### src/rtl/mem_arbiter.sv
// N-master to 1-slave memory arbiter with one outstanding transaction, fixed-priority or
// round-robin grant, and an optional response timeout reported through m_resp_err.
module mem_arbiter #(
  parameter int NUM_MASTERS = 2,
  parameter int ADDR_WIDTH  = 32,
  parameter int DATA_WIDTH  = 32,
  parameter int ARB_MODE    = 0,
  parameter int TIMEOUT     = 0
) (
  input  logic                                  clk,
  input  logic                                  rst,
  input  logic [NUM_MASTERS-1:0]                m_req_valid,
  output logic [NUM_MASTERS-1:0]                m_req_ready,
  input  logic [NUM_MASTERS*ADDR_WIDTH-1:0]     m_req_addr,
  input  logic [NUM_MASTERS-1:0]                m_req_wen,
  input  logic [NUM_MASTERS*DATA_WIDTH-1:0]     m_req_wdata,
  input  logic [NUM_MASTERS*(DATA_WIDTH/8)-1:0] m_req_wmask,
  output logic [NUM_MASTERS-1:0]                m_resp_valid,
  output logic [DATA_WIDTH-1:0]                 m_resp_rdata,
  output logic                                  m_resp_err,
  output logic                                  mem_req_valid,
  input  logic                                  mem_req_ready,
  output logic [ADDR_WIDTH-1:0]                 mem_req_addr,
  output logic                                  mem_req_wen,
  output logic [DATA_WIDTH-1:0]                 mem_req_wdata,
  output logic [DATA_WIDTH/8-1:0]               mem_req_wmask,
  input  logic                                  mem_resp_valid,
  input  logic [DATA_WIDTH-1:0]                 mem_resp_rdata
);
  localparam int MW = DATA_WIDTH / 8;
  localparam int IW = $clog2(NUM_MASTERS);
  localparam int CW = (TIMEOUT > 1) ? $clog2(TIMEOUT + 1) : 1;

  typedef enum logic [1:0] {IDLE, ISSUE, WAIT} state_t;

  state_t                  state_q, state_d;
  logic [IW-1:0]           owner_q, owner_d, rrPtr_q, rrPtr_d, grantIdx;
  logic                    grantFound;
  logic [ADDR_WIDTH-1:0]   addr_q, addr_d;
  logic                    wen_q, wen_d;
  logic [DATA_WIDTH-1:0]   wdata_q, wdata_d;
  logic [MW-1:0]           wmask_q, wmask_d;
  logic [NUM_MASTERS-1:0]  respValid_q, respValid_d, ownerHot;
  logic [DATA_WIDTH-1:0]   rdata_q, rdata_d;
  logic                    err_q, err_d;
  logic [CW-1:0]           cnt_q, cnt_d, cntInc;
  logic                    expired;

  // Search wraps modulo NUM_MASTERS; in fixed-priority mode it always starts at index 0.
  always_comb begin : grantSearch
    logic [IW:0] cand;
    grantFound = 1'b0;
    grantIdx   = '0;
    cand       = '0;
    for (int k = 0; k < NUM_MASTERS; k++) begin
      cand = (ARB_MODE == 1) ? ({1'b0, rrPtr_q} + (IW+1)'(k)) : (IW+1)'(k);
      if (cand >= (IW+1)'(NUM_MASTERS)) cand = cand - (IW+1)'(NUM_MASTERS);
      if (!grantFound && m_req_valid[cand[IW-1:0]]) begin
        grantFound = 1'b1;
        grantIdx   = cand[IW-1:0];
      end
    end
  end

  assign ownerHot = NUM_MASTERS'(1) << owner_q;
  assign cntInc   = (TIMEOUT > 0) ? cnt_q + 1'b1 : '0;
  assign expired  = (TIMEOUT > 0) && (cnt_q == CW'((TIMEOUT > 0) ? TIMEOUT - 1 : 0));

  always_comb begin
    state_d     = state_q;
    owner_d     = owner_q;
    rrPtr_d     = rrPtr_q;
    addr_d      = addr_q;
    wen_d       = wen_q;
    wdata_d     = wdata_q;
    wmask_d     = wmask_q;
    respValid_d = '0;
    rdata_d     = rdata_q;
    err_d       = 1'b0;
    cnt_d       = cnt_q;
    unique case (state_q)
      IDLE: begin
        if (grantFound) begin
          owner_d = grantIdx;
          addr_d  = m_req_addr[grantIdx*ADDR_WIDTH +: ADDR_WIDTH];
          wen_d   = m_req_wen[grantIdx];
          wdata_d = m_req_wdata[grantIdx*DATA_WIDTH +: DATA_WIDTH];
          wmask_d = m_req_wmask[grantIdx*MW +: MW];
          if (ARB_MODE == 1)
            rrPtr_d = (grantIdx == IW'(NUM_MASTERS - 1)) ? '0 : grantIdx + 1'b1;
          cnt_d   = '0;
          state_d = ISSUE;
        end
      end
      ISSUE: begin
        if (expired) begin
          respValid_d = ownerHot;
          rdata_d     = '0;
          err_d       = 1'b1;
          state_d     = IDLE;
        end else begin
          cnt_d = cntInc;
          if (mem_req_ready) state_d = WAIT;
        end
      end
      WAIT: begin
        // A response in the expiry cycle still counts as a normal completion.
        if (mem_resp_valid) begin
          respValid_d = ownerHot;
          rdata_d     = wen_q ? '0 : mem_resp_rdata;
          state_d     = IDLE;
        end else if (expired) begin
          respValid_d = ownerHot;
          rdata_d     = '0;
          err_d       = 1'b1;
          state_d     = IDLE;
        end else begin
          cnt_d = cntInc;
        end
      end
      default: state_d = IDLE;
    endcase
  end

  always_ff @(posedge clk or posedge rst) begin
    if (rst) begin
      state_q     <= IDLE;
      owner_q     <= '0;
      rrPtr_q     <= '0;
      addr_q      <= '0;
      wen_q       <= 1'b0;
      wdata_q     <= '0;
      wmask_q     <= '0;
      respValid_q <= '0;
      rdata_q     <= '0;
      err_q       <= 1'b0;
      cnt_q       <= '0;
    end else begin
      state_q     <= state_d;
      owner_q     <= owner_d;
      rrPtr_q     <= rrPtr_d;
      addr_q      <= addr_d;
      wen_q       <= wen_d;
      wdata_q     <= wdata_d;
      wmask_q     <= wmask_d;
      respValid_q <= respValid_d;
      rdata_q     <= rdata_d;
      err_q       <= err_d;
      cnt_q       <= cnt_d;
    end
  end

  // Ready is combinational from the request vector, so it is also masked while reset is held.
  assign m_req_ready   = (state_q == IDLE && grantFound && !rst) ? (NUM_MASTERS'(1) << grantIdx) : '0;
  assign mem_req_valid = (state_q == ISSUE);
  assign mem_req_addr  = addr_q;
  assign mem_req_wen   = wen_q;
  assign mem_req_wdata = wdata_q;
  assign mem_req_wmask = wmask_q;
  assign m_resp_valid  = respValid_q;
  assign m_resp_rdata  = rdata_q;
  assign m_resp_err    = err_q;

endmodule

### config.mk
export PLATFORM = sky130hd
export DESIGN_NAME = mem_arbiter
export DESIGN_NICKNAME = d
export VERILOG_FILES = /design/src/rtl/mem_arbiter.sv
export SDC_FILE = /design/constraint.sdc
export NUM_CORES = 1
export LEC_CHECK = 0
export BUFFER_PORTS_ARGS = -buffer_cell sky130_fd_sc_hd__buf_4
export CAP_MARGIN = 20
export CELL_PAD_IN_SITES_DETAIL_PLACEMENT = 0
export CELL_PAD_IN_SITES_GLOBAL_PLACEMENT = 1
export CORE_MARGIN = 2
export CORE_UTILIZATION = 38
export CTS_CLUSTER_DIAMETER = 40
export CTS_CLUSTER_SIZE = 10
export DETAILED_ROUTE_END_ITERATION = 12
export GPL_TIMING_DRIVEN = 0
export PLACE_DENSITY = 0.89
export SLEW_MARGIN = 20
export SYNTH_ARGS = -nofsm -noshare
export SYNTH_HDL_FRONTEND = slang
export SYNTH_SLANG_ARGS = --single-unit
### constraint.sdc
create_clock -name clk -period 6.8 [get_ports clk]
set_input_delay 1.02 -clock clk [delete_from_list [all_inputs] [get_ports clk]]
set_output_delay 1.02 -clock clk [all_outputs]
set_load 0.02 [all_outputs]
==> out/qor.txt <==
post-route ant nets: 0
largest family of logic cells by synthesized area: multiplexers
Detailed Route WL: 14000 um
critical path endpoint category: primary output
sw frac: 37.3%
Final Total Pwr: 3.57 mW
Data arrival, critical path: 2.21 ns
Hold Path Class: reg2reg
DRT iter0 DRCs: 143
Die X-Extent: 125 um
Post-CTS Hold Buffers: 0
delay-heaviest family, CP: buffers and inverters
area of the multi-input gates: 2640 um2
total track usage: 18.2%
fill count: 1175
Final Hold Vio Count: 0
Port-buffer cells: 281
CTS Buf Count: 9
Seq/Total Area, Yosys: 47.7%
power density cells: 435 nW/um2
hpwl dp: 11000 um
# resized after CTS: 0
CP Launch Type: input port
CTS Sinks: 106
largest net degree at the start of global routing: 62
cell accounting for the most synthesized area: dfrtp_1
Compound-Gate Fraction of Synth Area: 3.49%
Simple-Gate Fraction of Synth Area: 6.67%
RSZ-0062 raised after global routing: no
worst skew pair latency: 0.35 ns
Ports: 283
fin crit period: 3.23 ns
Layout Nets: 854
top post-synthesis cells by area: dfrtp_1 48%, mux2_4 37%, nand2b_1 3.6%, o21ai_0 2.9%, nand2_1 2.2%
vias in the first global route: 4408
Clk pwr share: 13.8%
Comb pwr share: 53.9%
YS warnings: 0
max-slew violations: 0
clk_skew: 0.00953 ns
TritonRoute pass-1 iters: 4
Final TNS setup: 0 ns
clk root buf: clkbuf_16
CTS tree: built
GP Congestion: 0.784
slowest cell delay on critical path: 0.33 ns
Worst Path Buf+Inv: 4
DR vias: 4026
CTS Buffer Depth: 2
commonest non-fill, non-tap cell in the layout: buf_4
global-route wire length before repair: 22900 um
commonest non-fill, non-tap cells in the layout: 282 x buf_4, 138 x mux2_4, 106 x dfrtp_1
# rows: 44
detailed-route vias per instance: 4.64
post-route insts no fill: 867
die area: 15600 um2
total area of sequential cells: 2650 um2
CP most frequent cell: buf_4
Post-Syn Nets: 561
share of post-route cells with drive strength above 1: 66.8%
Static Leak: 4.21 nW
cell area after synthesis: 5560 um2
Antenna diodes: 0
post-synthesis mux area share: 37.3%
fmax: 0.310 GHz
Synth cell types: 22
top cell type's share of synthesized area: 47.7%
max_cap viols: 0
Area growth syn-to-layout: 47.8%
Switching Power: 1.33 mW
largest fanout on the critical path: 61
Synth Area in Adders: 0%
Die H: 125 um
Final setup viols: 0
Syn Area/Cell: 14.4 um2
Clock transition at path regs: 0.07 ns
final period utilization: 47.4%
antenna violations before repair: 0
DRC: 0
status: finished, final reports clean
CP required: 5.78 ns
H-tree depth: 3
Post-CTS Setup Inserts: 0
cells after synthesis: 385
CP Class: in2out
CP max stage cell: inv_6
Starting Density: 38.5%
Pint: 2.24 mW
WL/cell: 16.1 um
core area: 14400 um2
total gr overflow: 0
Post-Synth XOR/XNOR Area: 0%
#FFs+latches synth: 106
sequential power share: 32.3%
CP cell instances: buf_4 > inv_6 > buf_16 > and3_1 > buf_4
maximum VDD drop: 0.207 mV
placed cell count: 851
## power by group through the flow
stage                     sequential, mW  combinational (mW)  clock [mW]
final                               1.15                1.92       0.491
after global placement              1.15                1.91           0
after detailed placement            1.15                1.95           0
after CTS                           1.16                1.95       0.509
after global routing                1.20                2.04       0.538
after floorplan                     1.51               0.816           0
## cells in the mapped netlist, drive strengths merged
library cell and n:
nor2b 2, a21oi 2, buf 19, o21ai 32, nor2 4, o21a 1
inv 3, nand2b 32, dfrtp 106, conb 1, clkbuf 8, and3 2
nand2 32, a21o 1, nand3b 1, a22o 1, mux2 138
## kinds of logic (layout without fill, tap and decap cells)
group           after synthesis  in the layout
compound gates               37             37
buf+inv                      30            328
flops                       106            106
mux                         138            138
other cells                   1              1
simple gates                 73             73
## layout make-up
type	count	area share (%)
Clock buffer	10	2.91
Inverter	3	0.198
Multi-Input combinational cell	249	32.2
Clock inverter	6	0.518
Buffer	27	3.08
Tap cell	184	2.80
Timing Repair Buffer	282	26.0
Sequential cell	106	32.3
## worst paths after layout
check,startpoint,cells past startpoint,slack (ns),to
worst max-delay path,rst,5,3.57,m_req_ready[1]
worst min-delay path,m_resp_rdata[27],2,0.49,m_resp_rdata[27]
worst max register to register,state_q[1],5,5.14,mem_req_addr[27]
worst min register to register,m_resp_rdata[27],2,0.49,m_resp_rdata[27]
max in group asynchronous,rst,3,5.44,mem_req_addr[7]
min in group asynchronous,rst,2,0.70,mem_req_wdata[12]
## flip-flops by register name (all words and copies together), names as in the netlist
register / count
owner_q: 1
mem_req_wen: 1
mem_req_wmask: 4
m_resp_rdata: 32
mem_req_addr: 32
m_resp_valid: 2
mem_req_wdata: 32
state_q: 2
## through the flow
stage,hold slack [ns],utilization [%],worst slack (ns),cell area (um2)
5_1_grt,0.524,56.9,3.42,8210
4_1_cts,0.489,56.9,3.53,8210
6_report,0.485,56.9,3.57,8210
3_3_place_gp,0.464,54.7,1.07,7900
3_5_place_dp,0.473,55.0,3.54,7930
2_1_floorplan,0.426,-,2.00,5560
## per-layer routing
layer / GRT usage [%] / vias to the layer above / share of wire, %
met1: 22.1 / 1930 / 40
met3: 4.12 / 20 / 6.5
met4: 6.93 / 0 / 2.2
li1: - / 1905 / -
met5: 0 / - / 0
met2: 31.7 / 171 / 51
## worst min-delay path, cell delays in order (launching register included)
cell and delay (ns):
dfrtp_1 0.34, nand2_1 0.05, o21ai_0 0.06
Power figures use the tool's default switching activity.
